File: src/rtl/cache_write_buffer_pkg.sv
// rtl/cache_write_buffer_pkg.sv - shared constants for the write-through store buffer
package cache_write_buffer_pkg;

  localparam int DEF_ADDR_W = 10;
  localparam int DEF_DATA_W = 32;
  localparam int DEF_DEPTH  = 4;

  // Byte-address split at the default width: block | word_loc
  localparam int BLK_HI  = DEF_ADDR_W - 1;
  localparam int BLK_LO  = 2;
  localparam int WLOC_HI = 1;
  localparam int WLOC_LO = 0;

  localparam logic [1:0] IDLE  = 2'd0;
  localparam logic [1:0] WRITE = 2'd1;
  localparam logic [1:0] READ  = 2'd2;

endpackage

File: src/rtl/cache_write_buffer_if.sv
// rtl/cache_write_buffer_if.sv - controller/memory side bundle of the store buffer
interface cache_write_buffer_if
  import cache_write_buffer_pkg::*;
#(
  parameter int ADDR_W = DEF_ADDR_W,
  parameter int DATA_W = DEF_DATA_W
);

  logic                     st_req;
  logic [ADDR_W-1:0]        st_A;
  logic [DATA_W-1:0]        st_data;
  logic                     buf_full;
  logic                     buf_empty;
  logic                     rd_req;
  logic [ADDR_W-BLK_LO-1:0] rd_A;
  logic                     rd_grant;
  logic                     mem_WE;
  logic [ADDR_W-BLK_LO-1:0] mem_A;
  logic [1:0]               mem_word_loc;
  logic [DATA_W-1:0]        mem_WD;
  logic                     mem_done;

  modport master (
    output st_req, st_A, st_data, rd_req, rd_A, mem_done,
    input  buf_full, buf_empty, rd_grant, mem_WE, mem_A, mem_word_loc, mem_WD
  );

  modport slave (
    input  st_req, st_A, st_data, rd_req, rd_A, mem_done,
    output buf_full, buf_empty, rd_grant, mem_WE, mem_A, mem_word_loc, mem_WD
  );

endinterface

File: src/rtl/cache_write_buffer_wb_fifo.sv
// rtl/cache_write_buffer_wb_fifo.sv - store FIFO with per-entry valid bits and block-address hazard match
module wb_fifo
  import cache_write_buffer_pkg::*;
#(
  parameter int ADDR_W = DEF_ADDR_W,
  parameter int DATA_W = DEF_DATA_W,
  parameter int DEPTH  = DEF_DEPTH
) (
  input  logic                     clk,
  input  logic                     rst,
  input  logic                     push,
  input  logic [ADDR_W-1:0]        push_addr,
  input  logic [DATA_W-1:0]        push_data,
  input  logic                     pop,
  input  logic [ADDR_W-BLK_LO-1:0] match_blk,
  output logic [ADDR_W-1:0]        head_addr,
  output logic [DATA_W-1:0]        head_data,
  output logic                     full,
  output logic                     empty,
  output logic                     hazard
);

  localparam int PTR_W = $clog2(DEPTH);
  localparam logic [PTR_W:0] DEPTH_C = (PTR_W + 1)'(DEPTH);

  logic [ADDR_W-1:0] addr_q [DEPTH];
  logic [DATA_W-1:0] data_q [DEPTH];
  logic [DEPTH-1:0]  valid_q;
  logic [PTR_W-1:0]  wr_ptr;
  logic [PTR_W-1:0]  rd_ptr;
  logic [PTR_W:0]    count;
  logic              push_ok;
  logic              pop_ok;

  assign full    = (count == DEPTH_C);
  assign empty   = (count == '0);
  assign push_ok = push && !full;
  assign pop_ok  = pop && !empty;

  assign head_addr = addr_q[rd_ptr];
  assign head_data = data_q[rd_ptr];

  always_ff @(posedge clk or posedge rst) begin
    if (rst) begin
      wr_ptr  <= '0;
      rd_ptr  <= '0;
      count   <= '0;
      valid_q <= '0;
    end else begin
      // wr_ptr==rd_ptr only when empty or full, so push and pop never hit the same slot
      if (push_ok) begin
        valid_q[wr_ptr] <= 1'b1;
        wr_ptr          <= wr_ptr + 1'b1;
      end
      if (pop_ok) begin
        valid_q[rd_ptr] <= 1'b0;
        rd_ptr          <= rd_ptr + 1'b1;
      end
      case ({push_ok, pop_ok})
        2'b10:   count <= count + 1'b1;
        2'b01:   count <= count - 1'b1;
        default: count <= count;
      endcase
    end
  end

  always_ff @(posedge clk) begin
    if (push_ok) begin
      addr_q[wr_ptr] <= push_addr;
      data_q[wr_ptr] <= push_data;
    end
  end

  always_comb begin
    hazard = 1'b0;
    for (int i = 0; i < DEPTH; i++) begin
      if (valid_q[i] && (addr_q[i][ADDR_W-1:BLK_LO] == match_blk)) hazard = 1'b1;
    end
  end

endmodule

File: src/rtl/cache_write_buffer.sv
// rtl/cache_write_buffer.sv - write-through store buffer arbitrating memory between store drain and line fills
module cache_write_buffer
  import cache_write_buffer_pkg::*;
#(
  parameter int ADDR_W = DEF_ADDR_W,
  parameter int DATA_W = DEF_DATA_W,
  parameter int DEPTH  = DEF_DEPTH
) (
  input logic                 clk,
  input logic                 RST,
  cache_write_buffer_if.slave bus
);

  // Package split is laid out for the default width; shift the block MSB for other widths
  localparam int BLK_TOP = BLK_HI + (ADDR_W - DEF_ADDR_W);

  logic [1:0]        state;
  logic [ADDR_W-1:0] head_addr;
  logic [DATA_W-1:0] head_data;
  logic              full;
  logic              empty;
  logic              hazard;
  logic              pop;

  assign pop = (state == WRITE) && bus.mem_done;

  wb_fifo #(
    .ADDR_W (ADDR_W),
    .DATA_W (DATA_W),
    .DEPTH  (DEPTH)
  ) u_fifo (
    .clk       (clk),
    .rst       (RST),
    .push      (bus.st_req),
    .push_addr (bus.st_A),
    .push_data (bus.st_data),
    .pop       (pop),
    .match_blk (bus.rd_A),
    .head_addr (head_addr),
    .head_data (head_data),
    .full      (full),
    .empty     (empty),
    .hazard    (hazard)
  );

  assign bus.buf_full  = full;
  assign bus.buf_empty = empty;
  assign bus.rd_grant  = (state == READ);

  always_ff @(posedge clk or posedge RST) begin
    if (RST) begin
      state            <= IDLE;
      bus.mem_WE       <= 1'b0;
      bus.mem_A        <= '0;
      bus.mem_word_loc <= '0;
      bus.mem_WD       <= '0;
    end else begin
      case (state)
        IDLE: begin
          // A fill wins over draining unless it would read a block still owed a store
          if (bus.rd_req && !hazard) begin
            state <= READ;
          end else if (!empty) begin
            state            <= WRITE;
            bus.mem_WE       <= 1'b1;
            bus.mem_A        <= head_addr[BLK_TOP:BLK_LO];
            bus.mem_word_loc <= head_addr[WLOC_HI:WLOC_LO];
            bus.mem_WD       <= head_data;
          end
        end
        WRITE: begin
          if (bus.mem_done) begin
            state      <= IDLE;
            bus.mem_WE <= 1'b0;
          end
        end
        READ: begin
          if (bus.mem_done || !bus.rd_req) state <= IDLE;
        end
        default: state <= IDLE;
      endcase
    end
  end

endmodule
File: src/flat_wrapper.sv
// flat-port wrapper written by rule: the top's interface ports become plain ports
module cache_write_buffer_flat import cache_write_buffer_pkg::*;
#(
  parameter int ADDR_W = DEF_ADDR_W,
  parameter int DATA_W = DEF_DATA_W,
  parameter int DEPTH  = DEF_DEPTH
)
  (clk, RST, bus_st_req, bus_st_A, bus_st_data, bus_rd_req, bus_rd_A, bus_mem_done, bus_buf_full, bus_buf_empty, bus_rd_grant, bus_mem_WE, bus_mem_A, bus_mem_word_loc, bus_mem_WD);
  cache_write_buffer_if #(.ADDR_W(ADDR_W), .DATA_W(DATA_W)) bus_i ();
  input logic clk;
  input logic RST;
  input wire logic [$bits(bus_i.st_req)-1:0] bus_st_req;
  input wire logic [$bits(bus_i.st_A)-1:0] bus_st_A;
  input wire logic [$bits(bus_i.st_data)-1:0] bus_st_data;
  input wire logic [$bits(bus_i.rd_req)-1:0] bus_rd_req;
  input wire logic [$bits(bus_i.rd_A)-1:0] bus_rd_A;
  input wire logic [$bits(bus_i.mem_done)-1:0] bus_mem_done;
  output wire logic [$bits(bus_i.buf_full)-1:0] bus_buf_full;
  output wire logic [$bits(bus_i.buf_empty)-1:0] bus_buf_empty;
  output wire logic [$bits(bus_i.rd_grant)-1:0] bus_rd_grant;
  output wire logic [$bits(bus_i.mem_WE)-1:0] bus_mem_WE;
  output wire logic [$bits(bus_i.mem_A)-1:0] bus_mem_A;
  output wire logic [$bits(bus_i.mem_word_loc)-1:0] bus_mem_word_loc;
  output wire logic [$bits(bus_i.mem_WD)-1:0] bus_mem_WD;
  assign bus_i.st_req = bus_st_req;
  assign bus_i.st_A = bus_st_A;
  assign bus_i.st_data = bus_st_data;
  assign bus_i.rd_req = bus_rd_req;
  assign bus_i.rd_A = bus_rd_A;
  assign bus_i.mem_done = bus_mem_done;
  assign bus_buf_full = bus_i.buf_full;
  assign bus_buf_empty = bus_i.buf_empty;
  assign bus_rd_grant = bus_i.rd_grant;
  assign bus_mem_WE = bus_i.mem_WE;
  assign bus_mem_A = bus_i.mem_A;
  assign bus_mem_word_loc = bus_i.mem_word_loc;
  assign bus_mem_WD = bus_i.mem_WD;
  cache_write_buffer #(.ADDR_W(ADDR_W), .DATA_W(DATA_W), .DEPTH(DEPTH)) u_core (.clk(clk), .RST(RST), .bus(bus_i));
endmodule
File: config.mk
export PLATFORM = sky130hd
export DESIGN_NAME = cache_write_buffer_flat
export DESIGN_NICKNAME = d
export VERILOG_FILES = /design/src/rtl/cache_write_buffer_pkg.sv /design/src/rtl/cache_write_buffer_if.sv /design/src/rtl/cache_write_buffer_wb_fifo.sv /design/src/rtl/cache_write_buffer.sv /design/src/flat_wrapper.sv
export SDC_FILE = /design/constraint.sdc
export NUM_CORES = 1
export LEC_CHECK = 0
export CAP_MARGIN = 5
export CORE_MARGIN = 10
export CORE_UTILIZATION = 55
export CTS_BUF_LIST = sky130_fd_sc_hd__clkbuf_8
export DETAILED_ROUTE_END_ITERATION = 6
export GPL_ROUTABILITY_DRIVEN = 0
export PLACE_DENSITY = 0.79
export RECOVER_POWER = 100
export SLEW_MARGIN = 20
export SYNTH_ARGS = -nofsm -noshare
export SYNTH_HDL_FRONTEND = slang
export SYNTH_HIERARCHICAL = 1
export SYNTH_SLANG_ARGS = --single-unit
File: constraint.sdc
create_clock -name clk -period 5.2 [get_ports clk]
set_input_delay 1.04 -clock clk [delete_from_list [all_inputs] [get_ports clk]]
set_output_delay 1.04 -clock clk [all_outputs]
set_load 0.02 [all_outputs]
=== Word level (Yosys, flattened, before mapping) ===
Memory sizes are Yosys's and may differ from the RTL's. A register that Yosys moved wholly into a read port is not among the register bits.
Index checks and enable logic that the tools add are counted.

* Flip-flop bits (word level): 14
* Memory bits (writable): 168
* Input bits: 55
* Output and inout bits: 46
* Word-level logic and storage cells: 79
* Memories kept: 2

{| class="wikitable"
|+ Memories
! name !! depth !! width !! read ports !! clocked after memory_dff !! wr ports !! line !! text
|-
| u_core.u_fifo.data_q || 4 || 32 || 1 || 1 || 1 || cache_write_buffer_wb_fifo.sv:27 || <nowiki>logic [DATA_W-1:0] data_q [DEPTH];</nowiki>
|-
| u_core.u_fifo.addr_q || 4 || 10 || 5 || 1 || 1 || cache_write_buffer_wb_fifo.sv:26 || <nowiki>logic [ADDR_W-1:0] addr_q [DEPTH];</nowiki>
|}

* Add/sub/neg operators: 4
* Order comparisons: 4
* Equal/unequal tests: 14
* Multiplexer cells: 22
* Bitwise gates (word level): 5
* Reduce and logical (&&, ||, !) cells: 22

{| class="wikitable"
|+ Operators with widths
! operator !! count
|-
| $eq A8 B8 Y1 || 4
|-
| $mux W1 || 11
|-
| $logic_and A1 B1 Y1 || 10
|-
| $mux W2 || 4
|-
| $mux W4 || 2
|-
| $lt A2 B3 Y1 const B || 2
|-
| $ne A2 B2 Y1 const B || 3
|-
| $pmux W2 S3 || 1
|-
| $pmux W3 S2 || 1
|-
| $reduce_and A3 Y1 || 2
|-
| $add A2 B1 Y2 const B || 2
|-
| $and A4 B4 Y4 || 1
|-
| $demux W1 S2 || 2
|-
| $eq A2 B1 Y1 const B || 2
|-
| $eq A2 B2 Y1 const B || 2
|-
| $ge A2 B1 Y1 const B || 2
|-
| $logic_not A1 Y1 || 4
|-
| $not A4 Y4 || 1
|-
| $or A4 B4 Y4 || 1
|-
| $reduce_and A4 Y1 || 1
|-
| $reduce_bool A2 Y1 || 2
|-
| $add A3 B1 Y3 const B || 1
|-
| $eq A3 B3 Y1 const B || 1
|-
| $logic_not A3 Y1 || 1
|-
| other kinds (7) || 8
|}

=== Depth between registers and ports, before layout ===
* Word-level depth: 10
* Mapped depth: 10
* Gate-level depth less buffers: 9

=== Modules after synthesis ===
The synthesis kept the hierarchy.

{| class="wikitable"
|+ By module, submodules not included
! module !! instances !! cells each !! area each (um2) !! seq. area each (um2)
|-
| wb_fifo || 1 || 320 || 7108.1 || 5320.1
|-
| cache_write_buffer || 1 || 107 || 1884.3 || 1126.1
|}

=== Least setup slack after synthesis ===
No wires, ideal clock.

* Path type: input-to-reg
* From: in bus_rd_A[6]
* To: reg u_core.bus.mem_A[4]
* Library setup time: 0.125 ns
* Data arrival time: 2.493 ns
* Data required time: 5.075 ns
* Slack: 2.581 ns
* Stages on the path: 9
* Buffers on the path: 2
* Cell sequence: xor2_1 > nor4_1 > nand4_1 > nand4_1 > nand2b_1 > and3_1 > buf_6 > buf_6 > mux2_4

* Longest elaborated chain between the ends: 10
* Elaborated cells on any way between the ends: 16
* Those cells by class: eq/ne (4); mux (4); bitwise (1); reduce/logical (7)

{| class="wikitable"
|+ Ends and longest elaborated chain
! what !! line !! text
|-
| from (decl) || flat_wrapper.sv:16 || <nowiki>input wire logic [$bits(bus_i.rd_A)-1:0] bus_rd_A;</nowiki>
|-
| $eq A8 B8 Y1 || cache_write_buffer_wb_fifo.sv:77 || <nowiki>if (valid_q[i] && (addr_q[i][ADDR_W-1:BLK_LO] == match_blk)) hazard = 1'b1;</nowiki>
|-
| $logic_and A1 B1 Y1 || cache_write_buffer_wb_fifo.sv:77 ||
|-
| $mux W1 (3 in a row) || cache_write_buffer_wb_fifo.sv:77 ||
|-
| $mux W1 (*) || cache_write_buffer_wb_fifo.sv:77 ||
|-
| net u_core.hazard || cache_write_buffer.sv:22 || <nowiki>logic hazard;</nowiki>
|-
| $logic_not A1 Y1 (*) || cache_write_buffer.sv:61 || <nowiki>if (bus.rd_req && !hazard) begin</nowiki>
|-
| $logic_and A1 B1 Y1 (*) || cache_write_buffer.sv:61 ||
|-
| $not A1 Y1 (no line) (*) || n/a ||
|-
| $reduce_and A3 Y1 (no line) (*) || n/a ||
|-
| to (signal assigned) || cache_write_buffer.sv:66 || <nowiki>bus.mem_A <= head_addr[BLK_TOP:BLK_LO];</nowiki>
|-
| to (decl) || cache_write_buffer_if.sv:30 || <nowiki>output buf_full, buf_empty, rd_grant, mem_WE, mem_A, mem_word_loc, mem_WD</nowiki>
|}

Mark *: on every way through the listed nets, which the timed path passes. The rest lies on a longest branch.
A chain may end at the register's enable or synchronous reset.

=== Worst setup path in the final report ===
* From: in bus_st_req
* To: mem u_core/u_fifo/data_q[3][19] (netlist bit) (enable)

* Longest elaborated chain between the ends: 3

{| class="wikitable"
|+ Ends and longest elaborated chain
! what !! line !! text
|-
| from (decl) || flat_wrapper.sv:12 || <nowiki>input wire logic [$bits(bus_i.st_req)-1:0] bus_st_req;</nowiki>
|-
| $logic_and A1 B1 Y1 || cache_write_buffer_wb_fifo.sv:37 || <nowiki>assign push_ok = push && !full;</nowiki>
|-
| $mux W1 || cache_write_buffer_wb_fifo.sv:68 || <nowiki>if (push_ok) begin</nowiki>
|-
| $mux W1 (not written as such) || cache_write_buffer_wb_fifo.sv:70 || <nowiki>data_q[wr_ptr] <= push_data;</nowiki>
|-
| to (decl) || cache_write_buffer_wb_fifo.sv:27 ||
|}

No other way between the ends.

==> flow_metrics.tcl <==
set metrics [dict create \
    vdd_drop_max_v 0.000293 \
    synth_seq_cells 224 \
    die_h_um 148 \
    rr_startpoint "u_core/u_fifo/count[2]" \
    fin_crit_ns 3.84 \
    core_area_sq_um 15900 \
    viasPerCell 5.44 \
    synth.top_cell.area_share_pct 56.1 \
    grt_max_degree 46 \
    synth_area_leader_cell "edfxtp_1" \
    die-width_um 148 \
    crit_start "bus_st_req" \
    post_cts_buffers 0 \
    min_from "u_core/bus.mem_WD[4]" \
    placed_area_sq_um 10100 \
    insertion_delay_ns 0.52 \
    cts_tree "yes" \
    num_vias 4316 \
    nNetsFinal 614 \
    start_kind "primary input" \
    dp_cells 727 \
    worstSetupEndpointType "flip-flop" \
    required_ns 5.28 \
    rows 46 \
    fmax_mhz 260 \
    grt.overflow.total 0 \
    crit_fanout 43 \
    async_reset_ff_share_pct 25.0 \
    synth_edf_count 168 \
    maxCapViolCount 5 \
    grt_pass1_wl_um 27000 \
    synth_area_per_cell_sq_um 21.1 \
    wirelength_um 16800 \
    status "complete, but fails checks" \
    pin_count 101 \
    h-tree-depth 2 \
    multiInputGateArea_sq_um 2160 \
    antenna_found_initial 2 \
    finalCritPeriodShare_pct 73.9 \
    die-area_sq_um 21900 \
    clk_pin_slew_worst_paths_ns 0.06 \
    ctsResizeCount 0 \
    dr.first_iter.drc_count 303 \
    finalHoldViolCount 0 \
    ys_seq_area_share_pct 71.7 \
    ys_top_cells_by_area "edfxtp_1 56%, dfrtp_1 16%, mux4_2 9.8%" \
    cp_slowest_stage_delay_ns 1.89 \
    place_hpwl_um 9980 \
    clkSinkCount 224 \
    path_cells "dlygate4sd3_1, nor2b_1, and2_1" \
    cts_buffers 36 \
    yosys_most_used_dff "edfxtp_1" \
    total_leakage_power_uw 0.00382 \
    ys_types 29 \
    synthCells 427 \
    final_cell_count_no_fill 794 \
    area_growth_syn_to_layout_pct 18.4 \
    start_util_pct 56.4 \
    firstDrtPassIters 4 \
    critical_path_class "primary input to flip-flop" \
    yosys_warnings 6 \
    synthMostInstantiatedCell "edfxtp_1" \
    netlist_area_sq_um 8990 \
    worstMarginPinSlew_ns 2.83 \
    io_buffer_count 100 \
    grt_pass1_vias 4927 \
    setup_viol 0 \
    clockBufferDepth 3 \
    rsz0062_at_grt "no" \
    cts_hold_repair.buffers 0 \
    power.total_uw 5950 \
    final_area_sq_um 10600 \
    power_density_nw_per_um2 559 \
    yosys-top-cells-count "168 x edfxtp_1, 56 x dfrtp_1, 39 x mux2_4, 39 x mux4_2, 30 x xor2_1" \
    skew_ns 0.0120 \
    violations "max-capacitance violations, max-slew violations" \
    fillers 1093 \
    grt_use_total_pct 15.8 \
    cp_slowest_cell "and2_1" \
    drive_above_1_share_pct 17.2 \
    ant_nets 0 \
    seqCellArea_sq_um 6450 \
    syn-num-nets 492 \
    drcViolationCount 0 \
    setup-tns-final_ns 0 \
    wl_per_cell_um 21.2 \
    cts-root-buf "clkbuf_8" \
    worst_ep_arrival_time_ns 3.92 \
    min_path_type "flip-flop to flip-flop" \
    max_slew_margin_pct -88.6 \
    drv_slew 222 \
]
## worst max-delay path, delay by kind of cell
kind | cells | cell delay [ns]
buffers and inverters | 1 | 0.51
and+or+nand+nor | 2 | 2.36
## per-layer routing
layer  track usage, %  up-vias  share of wire [%]
li1                 -     1926                  -
met1             18.4     2242                 40
met2             27.2      112                 52
met3             4.37       32                5.8
met4             6.64        4                2.2
met5                0        -               0.15
## state kept, by name (all words and copies together), names as in the netlist
register                 cells
u_core/u_fifo/wr_ptr         2
u_core/bus.mem_A             8
u_core/state                 2
u_core/u_fifo/rd_ptr         2
u_core/bus.mem_word_loc      2
u_core/bus.mem_WD           32
u_core/u_fifo/data_q       128
u_core/u_fifo/count          3
u_core/bus.mem_WE            1
u_core/u_fifo/valid_q        4
u_core/u_fifo/addr_q        40
## area by class of cell
type	instances	share of cell area, %
clock inverters	24	1.25
inverters	12	0.423
flip-flops and latches	224	60.6
repair buffers	101	9.44
diodes	1	0.0235
multi-input cells	174	20.3
clock buffers	42	5.43
well taps	216	2.54
## final timing paths
check                                                    to  slack (ns)  depth (start not counted)
worst max-delay path            u_core/u_fifo/data_q[3][19]        1.36                          3
worst min-delay path                   u_core/bus.mem_WD[4]        0.48                          1
worst max register to register  u_core/u_fifo/data_q[3][19]        1.83                          3
worst min register to register         u_core/bus.mem_WD[4]        0.48                          1
max in group asynchronous             u_core/bus.mem_WD[12]        1.52                          3
min in group asynchronous            u_core/u_fifo/count[2]        1.00                          2
## placed cells by master, fill, tap and decap left out, types with 2 or more instances in the layout
cell type,count
clkinv_1,7
mux2_2,3
o21ai_0,4
nand2b_1,2
dfrtp_1,54
clkinv_2,7
nand2_1,2
clkbuf_8,42
a2bb2oi_1,4
dlygate4sd3_1,92
and2_1,4
mux4_2,39
nor2b_1,3
dfrtp_4,2
clkinvlp_4,2
mux4_1,3
inv_1,19
xnor2_1,7
clkdlybuf4s50_1,8
nor4_1,4
ha_1,9
nand4_1,5
mux2_1,38
xor2_1,30
nor2_1,3
mux2i_1,2
edfxtp_1,168
nor3_1,5
## per-stage QoR
stage / utilization (%) / hold slack [ns] / worst slack (ns)
floorplan: - / 0.454 / 2.58
global placement: 63.3 / 0.471 / 1.39
detailed placement: 63.3 / 0.485 / 1.37
CTS: 67.8 / 0.494 / 1.91
global route: 66.8 / 0.497 / 0.873
finish: 66.8 / 0.479 / 1.36
## kinds of logic (layout without fill, tap and decap cells)
group / count (synthesis) / in the layout / share of synthesized area (%)
other cells: 0 / 1 / 0
mux: 86 / 86 / 17.8
xor+xnor: 37 / 37 / 3.60
compound gates: 10 / 10 / 0.751
fa+ha+maj: 10 / 10 / 1.47
simple gates: 31 / 31 / 2.13
buf+inv: 29 / 179 / 2.60
flops: 224 / 224 / 71.7
## where the power goes
part / total [uW] / switching (uW) / internal [uW]
Combinational: 1650 / 795 / 858
Sequential: 2850 / 378 / 2470
Clock: 1450 / 661 / 790
Note: power is estimated with default switching activity, not from simulation.
